$ cat src/rtl/iitb_pkg.sv
// Shared IITB-RISC decode helpers: opcode encodings and per-opcode source-field usage.
package iitb_pkg;

    localparam logic [3:0] OP_ADD  = 4'b0000;
    localparam logic [3:0] OP_ADI  = 4'b0001;
    localparam logic [3:0] OP_NAND = 4'b0010;
    localparam logic [3:0] OP_LHI  = 4'b0011;
    localparam logic [3:0] OP_LW   = 4'b0100;
    localparam logic [3:0] OP_SW   = 4'b0101;
    localparam logic [3:0] OP_LM   = 4'b0110;
    localparam logic [3:0] OP_SM   = 4'b0111;
    localparam logic [3:0] OP_JAL  = 4'b1000;
    localparam logic [3:0] OP_JLR  = 4'b1001;
    localparam logic [3:0] OP_BEQ  = 4'b1100;

    // Returns {use_rs1, use_rs2}; unlisted opcodes read no registers.
    function automatic logic [1:0] src_use(input logic [3:0] opcode);
        logic [1:0] u;
        u = 2'b00;
        case (opcode)
            OP_ADI, OP_LW, OP_SW, OP_JLR:    u = 2'b10;
            OP_LM:                           u = 2'b01;
            OP_ADD, OP_NAND, OP_SM, OP_BEQ:  u = 2'b11;
            default:                         u = 2'b00;
        endcase
        return u;
    endfunction

endpackage

$ cat src/rtl/lm_rank.sv
// Prefix popcount of an LM register list: rank[k] = number of set mask bits below k.
module lm_rank #(
    parameter int NREGS = 8,
    parameter int REG_W = 3
) (
    input  logic [NREGS-1:0]            mask,
    output logic [NREGS-1:0][REG_W-1:0] rank
);

    always_comb begin
        logic [REG_W-1:0] acc;
        acc  = '0;
        rank = '0;
        for (int k = 0; k < NREGS; k++) begin
            rank[k] = acc;
            acc     = acc + REG_W'(mask[k]);
        end
    end

endmodule

$ cat src/rtl/load_hazard_scoreboard.sv
// Per-register countdown scoreboard for LW/LM load-use stalls beside the ID stage.
// Optional stall statistics counter enabled by defining HAZARD_STATS_EN.
module load_hazard_scoreboard
    import iitb_pkg::*;
#(
    parameter int NREGS    = 8,
    parameter int REG_W    = 3,
    parameter int LOAD_LAT = 1
) (
    input  logic             clk,
    input  logic             reset_n,
    input  logic [3:0]       id_opcode,
    input  logic [REG_W-1:0] id_rs1,
    input  logic [REG_W-1:0] id_rs2,
    input  logic             iss_valid,
    input  logic             iss_is_lm,
    input  logic [REG_W-1:0] iss_rd,
    input  logic [NREGS-1:0] iss_mask,
    input  logic             flush_i,
    output logic             stall_o,
    output logic [NREGS-1:0] pending_o
`ifdef HAZARD_STATS_EN
    ,
    output logic [15:0]      stall_cnt_o
`endif
);

    localparam int CNT_W = $clog2(LOAD_LAT + NREGS + 1);

    logic [CNT_W-1:0]            cnt      [NREGS];
    logic [CNT_W-1:0]            eff      [NREGS];
    logic [CNT_W-1:0]            cnt_nxt  [NREGS];
    logic [NREGS-1:0][REG_W-1:0] rank;
    logic                        issue;
    logic [1:0]                  use_src;

    lm_rank #(.NREGS(NREGS), .REG_W(REG_W)) u_lm_rank (
        .mask (iss_mask),
        .rank (rank)
    );

    assign issue = iss_valid && !flush_i;

    // The same-cycle issue is folded into eff so a dependent already in ID sees it.
    always_comb begin
        logic [CNT_W-1:0] hz;
        for (int k = 0; k < NREGS; k++) begin
            hz = '0;
            if (issue) begin
                if (iss_is_lm) begin
                    if (iss_mask[k])
                        hz = CNT_W'(LOAD_LAT) + CNT_W'(rank[k]);
                end else if (iss_rd == REG_W'(k)) begin
                    hz = CNT_W'(LOAD_LAT);
                end
            end
            eff[k]     = (hz > cnt[k]) ? hz : cnt[k];
            cnt_nxt[k] = (eff[k] != '0) ? eff[k] - CNT_W'(1) : '0;
        end
    end

    always_comb begin
        use_src = src_use(id_opcode);
        stall_o = (use_src[1] && (eff[id_rs1] != '0)) ||
                  (use_src[0] && (eff[id_rs2] != '0));
    end

    always_ff @(posedge clk or negedge reset_n) begin
        if (!reset_n) begin
            for (int k = 0; k < NREGS; k++)
                cnt[k] <= '0;
        end else begin
            for (int k = 0; k < NREGS; k++)
                cnt[k] <= cnt_nxt[k];
        end
    end

    always_comb begin
        for (int k = 0; k < NREGS; k++)
            pending_o[k] = (cnt[k] != '0);
    end

`ifdef HAZARD_STATS_EN
    always_ff @(posedge clk or negedge reset_n) begin
        if (!reset_n)
            stall_cnt_o <= '0;
        else if (stall_o && (stall_cnt_o != 16'hFFFF))
            stall_cnt_o <= stall_cnt_o + 16'd1;
    end
`endif

endmodule
$ cat config.mk
export PLATFORM = sky130hd
export DESIGN_NAME = load_hazard_scoreboard
export DESIGN_NICKNAME = d
export VERILOG_FILES = /design/src/rtl/iitb_pkg.sv /design/src/rtl/lm_rank.sv /design/src/rtl/load_hazard_scoreboard.sv
export SDC_FILE = /design/constraint.sdc
export NUM_CORES = 1
export LEC_CHECK = 0
export BUFFER_PORTS_ARGS = -buffer_cell sky130_fd_sc_hd__buf_2
export CAP_MARGIN = 20
export CORE_MARGIN = 2
export CORE_UTILIZATION = 60
export DETAILED_ROUTE_END_ITERATION = 8
export PLACE_DENSITY = 0.8
export SYNTH_ARGS = -nofsm -noshare
export SYNTH_HDL_FRONTEND = slang
export SYNTH_HIERARCHICAL = 1
export SYNTH_SLANG_ARGS = --single-unit
$ cat constraint.sdc
create_clock -name clk -period 10.8 [get_ports clk]
set_clock_uncertainty 0.1 [all_clocks]
set_input_delay 2.16 -clock clk [delete_from_list [all_inputs] [get_ports clk]]
set_output_delay 2.16 -clock clk [all_outputs]
set_load 0.02 [all_outputs]
# Yosys cells after proc, flatten, opt, wreduce, memory -nomap -nowiden
# Memory sizes are Yosys's and may differ from the RTL's.
# Cells that the tools add are included.
# totals
mem_bits_ro	32
ff_bits	32
inputBits	26
latchBits	0
wordCells	127
ramBits	0
out_inout_bits	9
n_memories	1
# memory_table
memory	depth	word_bits	rd	rd_clocked_by_memory_dff	write_ports	line_no	rtl
(no name shown)	16	2	1	0	0	iitb_pkg.sv:20	case (opcode)
# op_classes
shifts	0
n_mul	0
add_sub_neg	21
mux	54
div_mod_pow	0
n_eq_ne	7
reduce_logical	24
magnitude_cmp	10
bitwise	2
# op_table
operator	count
$mux W4	42
$reduce_bool A4 Y1	18
$gt A4 B4 Y1	8
$sub A4 B1 Y4 const B	8
$add A1 B3 Y4 const A	6
$bmux W4 S3	2
$add A3 B1 Y3	5
$eq A3 B3 Y1 const B	4
$mux W1	9
$ge A4 B4 Y1 const B	2
$not A3 Y4	2
$eq A3 B2 Y1 const B	2
$eq A3 B1 Y1 const B	1
$logic_and A1 B1 Y1	3
$logic_not A3 Y1	1
$add A1 B1 Y2	1
$add A1 B1 Y2 const A	1
$mux W2	1
$logic_not A1 Y1	1
$logic_or A1 B1 Y1	1

# Logic depth before layout (Yosys ltp)
# Gate-level depths: netlist of the first run.
# logic_depth
ltp_word	18
mapped_depth	20
mapped_depth_nobuf	19

# Cells and area by module
# Netlist of the first run, hierarchy kept.
# by_module_without_submodules
mod	area_each_um2	n_inst	cells_per_inst
load_hazard_scoreboard	3784.9	1	490
lm_rank	282.8	1	29

# Least setup slack after synthesis of the first run
# OpenSTA, ideal clock, no wires.
# synth_path
path_type	input -> output
start	input port iss_mask[0]
end	output port stall_o
t_arrival_ns	6.883
stages	20
setup_slack_ns	1.657
cell_sequence	inv_1 -> fa_1 -> inv_1 -> ha_1 -> fa_1 -> ha_1 -> ha_1 -> ha_1 -> xnor2_1 -> xnor2_1 -> xor2_1 -> and2_1 -> clkbuf_1 -> ha_1 -> and4_1 -> a21oi_1 -> mux2i_1 -> o211ai_1 -> a32oi_1 -> o22ai_1
# synth_rtl
element	line_no	rtl
from (decl)	load_hazard_scoreboard.sv:18	input logic [NREGS-1:0] iss_mask,
to (decl)	load_hazard_scoreboard.sv:20	output logic stall_o,

==> results of run 1 <==
[worst max path at each step]
stage | from | slack (ns) | to
floorplan | iss_mask[0] | 1.66 | stall_o
global placement | iss_mask[0] | 1.37 | stall_o
detailed placement | iss_mask[0] | 1.27 | stall_o
CTS | iss_mask[0] | 1.22 | stall_o
global route | iss_mask[0] | 0.79 | stall_o
finish | iss_mask[0] | 1.17 | stall_o
[cell usage after synthesis (4+ instances only)]
cell / n
a211oi_1: 15
a21boi_0: 6
a21oi_1: 42
a31oi_1: 4
buf_4: 8
clkbuf_1: 5
dfrtp_1: 32
ha_1: 50
inv_1: 50
mux2i_1: 19
nand2_1: 17
nand2b_1: 14
nand3_1: 14
nand4_1: 10
nand4b_1: 7
nor2_1: 55
nor2b_1: 18
nor3_1: 18
nor4_1: 4
o211ai_1: 12
o21a_1: 7
o21ai_0: 31
o22ai_1: 4
o22ai_2: 4
o31ai_1: 5
or2_2: 9
xnor2_1: 10
[kinds of logic after synthesis]
logic type | count (synthesis) | synth area share
AO/OA/AOI/OAI | 148 | 0.241
XOR/XNOR | 13 | 0.0298
buffers and inverters | 66 | 0.0707
AND/OR/NAND/NOR | 186 | 0.244
multiplexers | 21 | 0.0523
adder cells (fa/ha/maj) | 52 | 0.164
flip-flops | 32 | 0.197
other | 1 | 0.000922
[placed cells by master (no fill, tap or decap), types with 3 or more instances in the layout]
cell      synthesis  final
mux2i_1          19     19
nand4_1          10     10
or2_1             3      3
o22ai_2           4      4
a211oi_1         15     15
a21oi_1          42     42
a31oi_1           4      4
nand2_1          17     17
nand3_1          14     14
o21a_1            7      7
o22ai_1           4      4
nor3_1           18     18
nor4_1            4      4
nand4b_1          7      7
xnor2_1          10     10
nor2b_1          18     18
dfrtp_1          32     32
nand2b_1         14     14
or2_2             9      9
inv_1            50     50
clkbuf_8          0      5
or3_1             3      3
o211ai_1         12     12
nor2_1           55     55
o21ai_0          31     31
ha_1             50     50
o31ai_1           5      5
conb_1            1      6
buf_2             1     34
a21boi_0          6      6
[final cells by class]
| cell class | instances | area (µm²) | area share |
|---|---|---|---|
| Tap cell | 80 | 100 | 0.0231 |
| Multi-Input combinational cell | 426 | 3000 | 0.692 |
| Timing Repair Buffer | 35 | 178 | 0.0410 |
| Inverter | 50 | 188 | 0.0433 |
| Sequential cell | 32 | 801 | 0.185 |
| Clock buffer | 5 | 68.8 | 0.0159 |
[routing by layer]
layer | wire length, µm | share of wire
met1 | 4310 | 0.46
met2 | 4590 | 0.49
met3 | 370 | 0.039
met4 | 154 | 0.016
met5 | 0 | 0
[stage by stage]
step	area (µm²)	cells	power (mW)	hold WS [ns]
after floorplan	4090	524	0.590	0.376
after global placement	4260	623	0.695	0.411
after detailed placement	4260	623	0.713	0.416
after CTS	4330	628	0.804	0.435
after global routing	4330	628	0.883	0.461
final	4330	628	0.805	0.427
[worst reg2reg max path, cell delays in order, from the launching register on]
cell	delay [ns]
dfrtp_1	0.36
inv_1	0.06
ha_1	0.31
a2111oi_0	0.61
nor3_1	0.30
a211oi_1	0.31
a21oi_1	0.07
[power by group through the flow]
stage / clock [mW] / combinational [mW] / sequential, mW
global placement: 0 / 0.508 / 0.187
detailed placement: 0 / 0.523 / 0.190
floorplan: 0 / 0.409 / 0.181
finish: 0.0846 / 0.532 / 0.189
CTS: 0.0862 / 0.529 / 0.188
global route: 0.0907 / 0.599 / 0.193
==> results.yml, run 1 <==
run_status:
  status: "complete, no violations"
min_path:
  hold_class: "flip-flop to flip-flop"
  hold_depth: 1
  min_from: "cnt[0]$_DFF_PN0_"
  hold_end: "cnt[0]$_DFF_PN0_"
cells_and_area:
  synthToLayoutAreaGrowth_pct: 6.52
  drive_gt1_frac: 0.111
  largestRegisters: "cnt: 32 flops"
  post-route-util: 0.649
  antenna_cells: 0
  fill_cells: 614
  largest_reg_flops: 32
  nets: 628
  largest_register: "cnt"
floorplanning:
  die_h_um: 86.3
  fp.dieW_um: 86.3
  dieArea_mm2: 0.00745
  coreArea_mm2: 0.00668
  io_pins: 35
  initial_core_util: 0.609
  rows: 30
route:
  drt_pass1_iterations: 4
  route.vias.total: 3849
  ant_nets: 0
  avgRoutedWirePerCell_um: 15.0
  drc_errors: 0
  drt-total-wl_um: 9420
  drt-initial-drc-count: 194
  vias_per_cell: 6.13
timing:
  relSlewSlack: 0.394
  rsz0062_at_grt: "no"
  setup_viol: 0
  worst_pin_slew_ns: 0.902
  finalHoldViolations: 0
  tns_ns: 0
  fmax_ghz: 0.104
  fin_ws_ns: 1.17
  slew_viol_final: 0
  finalCritPeriodShare: 0.892
  period_minus_slack_ns: 9.63
setup_path:
  endpoint_kind: "primary output"
  crit_family: "adder cells"
  rr_worst_depth: 6
  critPathRequiredTime_ns: 8.54
  slowest_delay_ns: 0.53
  path_common_cell: "ha_1"
  path_depth: 22
  crit_type: "input port to primary output"
  r2r-start: "cnt[17]$_DFF_PN0_"
  path_buf_inv: 5
  crit_chain: "buf_2 > inv_1 > fa_1 > inv_1 > ha_1 > fa_1 > ha_1 > ha_1 > ha_1 > xnor2_1 > xnor2_1 > xor2_1 > and2_1 > ha_1 > and4_1 > a21oi_1 > buf_4 > mux2i_1 > o211ai_1 > a32oi_1 > o22ai_1 > buf_2"
  timing.rr.end: "cnt[17]$_DFF_PN0_"
  worst_setup_path_start_kind: "input port"
  cp.arrival_ns: 7.37
  r2r_setup_slack_ns: 8.53
  crit_fanout: 10
  cp_slowest_cell: "fa_1"
cts:
  post-cts-setup-buffers: 0
  cts_tree: "yes"
  clk_pin_slew_ns: 0.06
  postCtsHoldBufs: 0
  cts_sinks: 32
  root_buffer: "clkbuf_8"
  cts_inserted_buffers: 5
  cts_max_path_buffers: 2
  clock_latency_ns: 0.28
  cts_resized: 0
  htreeDepth: 2
power_and_ir_drop:
  p_leak_nw: 1.92
  switching_share: 0.482
  powerDensity_mw_per_mm2: 186
  irDropWorstVdd_mv: 0.108
  seq_power_share: 0.234
  combPwrFrac: 0.661
  pwr-share-clk: 0.105
  p_int_uw: 417
  switching_power_uw: 388
yosys:
  postSynthAreaPerCell_um2: 7.84
  synth_edf_count: 0
  synth_top_cell_by_area: "dfrtp_1"
  synthCells: 519
  synth_area_mm2: 0.00407
  synth_ff_type: "dfrtp_1"
  synthTopCellsByArea: "dfrtp_1, ha_1, a21oi_1, nor2_1, mux2i_1"
  ys_warn_count: 6
  async_flop_share: 1.00
  synth_top_area_share: 0.197
  yosys.cell_types.count: 63
  yosysSeqAreaShare: 0.197
  synth_seq_cells: 32
global_routing:
  grt_max_degree: 33
  track_usage: 0.262
  use_met3: 0.0343
  use_met2: 0.458
  grt-busiest-layer: "met2"
  grtUsageMet1: 0.335
  grt_pass1_vias: 3667
  grt-ovfl-total: 0
  antenna_found_initial: 0
  grt_pass1_wl_um: 16100
run:
  maxCapViolations: 0
placement:
  place_ws_ns: 1.27
  placement.io_buffers: 34
  gp_congestion: 0.896
  place_hpwl_um: 7330
Note: power is estimated with default switching activity, not from simulation.
==> run 2, diff against run 1 <==
--- a/config.mk
+++ b/config.mk
@@ -7,6 +7,7 @@
 export LEC_CHECK = 0
 export BUFFER_PORTS_ARGS = -buffer_cell sky130_fd_sc_hd__buf_2
 export CAP_MARGIN = 20
+export CORE_ASPECT_RATIO = 0.9
 export CORE_MARGIN = 2
 export CORE_UTILIZATION = 60
 export DETAILED_ROUTE_END_ITERATION = 8
==> run 2 against run 1 <==
Final cell count grew 1.9%. Setup slack lost 0.083 ns. Via count is 0.23% higher. Total power up 3.0%. First-iteration DRC count rose by 44%. Hold slack better by 0.011 ns. Core utilization rose by 1.5 points. Critical path depth down 2. Die area about the same. Sequential cell count unchanged. Sequential share of layout area decreased by 0.17 points. Combinational power is 0.9% higher.
==> results.yml, run 2 (synthesis results as in run 1) <==
cells_and_area:
  largest_register: "cnt"
  synthToLayoutAreaGrowth_pct: 7.51
  nets: 628
  final_cell_mix: "nor2_1, inv_1, ha_1, a21oi_1, buf_2"
  antenna_cells: 0
  drive_gt1_frac: 0.115
  final_cells: 640
  largest_reg_flops: 32
  largestRegisters: "cnt: 32 flops"
  fill_cells: 579
  final_common_cell: "nor2_1"
  multiInputGateArea_mm2: 0.00300
  regArea_um2: 801
cts:
  postCtsHoldBufs: 0
  cts_tree: "yes"
  cts_sinks: 32
  clock_latency_ns: 0.29
  cts_resized: 0
  root_buffer: "clkbuf_8"
  cts_inserted_buffers: 5
  cts_max_path_buffers: 2
  post-cts-setup-buffers: 0
  htreeDepth: 2
  clk_pin_slew_ns: 0.07
run_status:
  status: "complete, no violations"
timing:
  setup_viol: 0
  tns_ns: 0
  worst_pin_slew_ns: 0.933
  fmax_ghz: 0.103
  hold_ws_ns: 0.438
  relSlewSlack: 0.373
  finalHoldViolations: 0
  slew_viol_final: 0
  finalCritPeriodShare: 0.899
  rsz0062_at_grt: "no"
  period_minus_slack_ns: 9.71
floorplanning:
  coreArea_mm2: 0.00659
  io_pins: 35
  rows: 28
  fp.dieW_um: 90.8
  dieArea_mm2: 0.00745
  initial_core_util: 0.618
  die_h_um: 82.1
setup_path:
  crit_fanout: 10
  rr_worst_depth: 7
  endpoint_kind: "primary output"
  crit_type: "input port to primary output"
  cp.arrival_ns: 7.45
  critPathRequiredTime_ns: 8.54
  worst_setup_path_start_kind: "input port"
route:
  drt-initial-drc-count: 279
  ant_nets: 0
  drc_errors: 0
  avgRoutedWirePerCell_um: 14.9
  vias_per_cell: 6.03
  route.vias.total: 3858
  drt-total-wl_um: 9560
  drt_pass1_iterations: 5
power_and_ir_drop:
  p_leak_nw: 1.93
  pwr-share-clk: 0.127
  p_int_uw: 432
  powerDensity_mw_per_mm2: 190
  seq_power_share: 0.226
  irDropWorstVdd_mv: 0.118
  switching_share: 0.479
  combPwrFrac: 0.647
  switching_power_uw: 397
placement:
  place_hpwl_um: 7520
  placement.io_buffers: 34
  gp_congestion: 0.856
  place_inst: 633
global_routing:
  grt_pass1_vias: 3712
  grt_pass1_wl_um: 16300
  track_usage: 0.265
  antenna_found_initial: 0
  grt-ovfl-total: 0
  grt_max_degree: 33
run:
  maxCapViolations: 0
min_path:
  hold_class: "flip-flop to flip-flop"
  hold_depth: 1
-- run 2: cell type report --
type	instances	area share
multi-input combinational	426	0.686
clock buffer	7	0.0220
sequential	32	0.183
tap	90	0.0258
timing repair buffer	35	0.0406
inverter	50	0.0429
-- run 2: per-stage QoR --
stage / cell area, µm² / utilization / power, mW / setup WS, ns
after floorplan: 4090 / - / 0.590 / 1.66
after global placement: 4280 / 0.649 / 0.698 / 1.36
after detailed placement: 4280 / 0.649 / 0.719 / 1.23
after CTS: 4370 / 0.664 / 0.828 / 1.17
after global routing: 4370 / 0.664 / 0.907 / 0.860
final: 4370 / 0.664 / 0.829 / 1.09
-- run 2: routing by layer --
layer  routed length (µm)  global-route usage  vias up  share of wire
met5                    0                   0        -              0
met4                  148              0.0803        0          0.015
met3                  401              0.0372       15          0.042
met2                 4560               0.484       93           0.48
met1                 4450               0.330     1792           0.47
li1                     -                   -     1958              -
-- run 2: worst paths after layout --
path	start	end	slack (ns)
worst min register to register	cnt[0]$_DFF_PN0_	cnt[0]$_DFF_PN0_	0.44
worst max register to register	cnt[18]$_DFF_PN0_	cnt[16]$_DFF_PN0_	8.48
min in group asynchronous	reset_n	cnt[16]$_DFF_PN0_	1.85
worst max-delay path	iss_mask[0]	stall_o	1.09
worst min-delay path	cnt[0]$_DFF_PN0_	cnt[0]$_DFF_PN0_	0.44
max in group asynchronous	reset_n	cnt[31]$_DFF_PN0_	8.24
-- run 2: worst max-delay path, stage by stage --
cell and delay (ns):
buf_2 0.18, inv_1 0.09, fa_1 0.53, inv_1 0.09, ha_1 0.21, fa_1 0.52, ha_1 0.40, ha_1 0.36
ha_1 0.21, xnor2_1 0.12, or3_1 0.42, inv_1 0.09, ha_1 0.23, and4_1 0.19, a21oi_1 0.50, mux2i_1 0.41
mux2i_1 0.15, o311ai_1 0.26, o22ai_1 0.13, buf_2 0.17
-- run 2: power groups by stage --
stage / combinational [mW] / sequential, mW / clock (mW)
floorplan: 0.409 / 0.181 / 0
global placement: 0.511 / 0.186 / 0
detailed placement: 0.530 / 0.189 / 0
CTS: 0.533 / 0.187 / 0.107
global route: 0.601 / 0.194 / 0.112
finish: 0.537 / 0.187 / 0.105
==> run 3, diff against run 2 <==
--- a/config.mk
+++ b/config.mk
@@ -6,9 +6,7 @@
 export NUM_CORES = 1
 export LEC_CHECK = 0
 export BUFFER_PORTS_ARGS = -buffer_cell sky130_fd_sc_hd__buf_2
-export CAP_MARGIN = 20
 export CORE_ASPECT_RATIO = 0.9
-export CORE_MARGIN = 2
 export CORE_UTILIZATION = 60
 export DETAILED_ROUTE_END_ITERATION = 8
 export PLACE_DENSITY = 0.8
==> run 3 against run 2 <==
Clock power down 16%. Setup slack better by 0.11 ns. Largest power group unchanged. Register-to-register slack about the same. Largest cell class unchanged. Non-clock buffer count unchanged. Maximum frequency up 1.1%.
==> results.yml, run 3 (synthesis results as in run 1) <==
cts:
  cts_resized: 0
  root_buffer: "clkbuf_8"
  clock_latency_ns: 0.29
  cts_max_path_buffers: 2
  cts_sinks: 32
  htreeDepth: 2
  cts_inserted_buffers: 5
  cts_tree: "yes"
  post-cts-setup-buffers: 0
  postCtsHoldBufs: 0
  clk_pin_slew_ns: 0.06
placement:
  placement.io_buffers: 34
  gp_congestion: 0.840
  place_ws_ns: 1.27
  place_inst: 633
  place_hpwl_um: 7500
timing:
  fin_ws_ns: 1.20
  period_minus_slack_ns: 9.60
  finalHoldViolations: 0
  tns_ns: 0
  fmax_ghz: 0.104
  slew_viol_final: 0
  worst_pin_slew_ns: 0.904
  finalCritPeriodShare: 0.889
  setup_viol: 0
  relSlewSlack: 0.393
  rsz0062_at_grt: "no"
run:
  maxCapViolations: 0
route:
  drt-initial-drc-count: 208
  avgRoutedWirePerCell_um: 14.8
  drt-total-wl_um: 9440
  drt_pass1_iterations: 5
  vias_per_cell: 5.98
  wl_met3_um: 340
  ant_nets: 0
  met1Wirelength_um: 4610
  drc_errors: 0
  route.vias.total: 3824
  wl_met2_um: 4370
  top_layer: "met4"
power_and_ir_drop:
  p_leak_nw: 1.92
  combPwrFrac: 0.660
  seq_power_share: 0.230
  irDropWorstVdd_mv: 0.115
  pwr-share-clk: 0.109
  p_total_uw: 811
  switching_share: 0.483
  powerDensity_mw_per_mm2: 186
  p_int_uw: 419
  switching_power_uw: 391
setup_path:
  endpoint_kind: "primary output"
  crit_chain: "buf_2 > inv_1 > fa_1 > inv_1 > ha_1 > fa_1 > ha_1 > ha_1 > ha_1 > xnor2_1 > or3_1 > inv_1 > ha_1 > and4_1 > a21oi_1 > mux2i_1 > mux2i_1 > o311ai_1 > o22ai_1 > buf_2"
  crit_type: "input port to primary output"
  slowest_delay_ns: 0.53
  path_common_cell: "ha_1"
  worst_setup_path_start_kind: "input port"
  crit_family: "adder cells"
  critPathRequiredTime_ns: 8.54
  cp.arrival_ns: 7.34
  path_buf_inv: 5
  cp_slowest_cell: "fa_1"
  crit_fanout: 10
cells_and_area:
  largest_reg_flops: 32
  drive_gt1_frac: 0.113
  antenna_cells: 0
  final_cells: 640
  final_common_cell: "nor2_1"
  post-route-util: 0.665
  synthToLayoutAreaGrowth_pct: 7.04
  largestRegisters: "cnt: 32 flops"
  final_cell_mix: "nor2_1, inv_1, ha_1, a21oi_1, buf_2"
  nets: 628
  largest_register: "cnt"
floorplanning:
  io_pins: 35
  coreArea_mm2: 0.00655
  dieArea_mm2: 0.00711
  fp.dieW_um: 88.8
  initial_core_util: 0.621
  die_h_um: 80.1
  rows: 28
min_path:
  hold_class: "flip-flop to flip-flop"
global_routing:
  grt_pass1_vias: 3551
  antenna_found_initial: 0
  grt_pass1_wl_um: 15800
  grt_max_degree: 33
  grt-ovfl-total: 0
  track_usage: 0.284
run_status:
  status: "complete, no violations"
-- run 3: changes by cell type in the layout (fill, tap and decap cells not counted), sizes merged --
cell / previous run / this run
clkinv: 0 / 1
clkbuf: 7 / 6
-- run 3: final timing paths --
path | startpoint | to | slack, ns | cells after the start
hold / removal | cnt[0]$_DFF_PN0_ | cnt[0]$_DFF_PN0_ | 0.42 | 1
hold reg to reg | cnt[0]$_DFF_PN0_ | cnt[0]$_DFF_PN0_ | 0.42 | 1
max in group asynchronous | reset_n | cnt[1]$_DFF_PN0_ | 8.30 | 1
min in group asynchronous | reset_n | cnt[19]$_DFF_PN0_ | 1.82 | 1
setup / recovery | iss_mask[0] | stall_o | 1.20 | 20
setup reg to reg | cnt[18]$_DFF_PN0_ | cnt[16]$_DFF_PN0_ | 8.49 | 7
-- run 3: power groups by stage --
stage / combinational [mW] / sequential [mW] / clock [mW]
2_1_floorplan: 0.409 / 0.181 / 0
3_3_place_gp: 0.514 / 0.186 / 0
3_5_place_dp: 0.526 / 0.189 / 0
4_1_cts: 0.531 / 0.186 / 0.0914
5_1_grt: 0.600 / 0.192 / 0.0968
6_report: 0.535 / 0.187 / 0.0885
-- run 3: stage by stage --
stage / area [µm²] / hold WS (ns)
after floorplan: 4090 / 0.376
after global placement: 4280 / 0.412
after detailed placement: 4280 / 0.419
after CTS: 4350 / 0.423
after global routing: 4350 / 0.480
final: 4350 / 0.425
-- run 3: cell type report --
type	instances	area [µm²]
Sequential cell	32	801
Clock buffer	6	72.6
Inverter	50	188
Clock inverter	1	5.00
Timing Repair Buffer	35	178
Tap cell	90	113
Fill cell	571	2200
Multi-Input combinational cell	426	3000
-- run 3: worst reg2reg max path, delay by kind of cell (launching register included) --
kind / cells / cell delay (ns)
AOI/OAI and AO/OA: 3 / 0.49
adders and majority gates: 1 / 0.31
buffers and inverters: 1 / 0.06
DFF: 1 / 0.43
and+or+nand+nor: 2 / 0.81
-- run 3: per-layer routing --
metal / vias up / global-route usage
li1: 1945 / -
met1: 1786 / 0.380
met2: 81 / 0.478
met3: 12 / 0.0401
met4: 0 / 0.0742
met5: - / 0
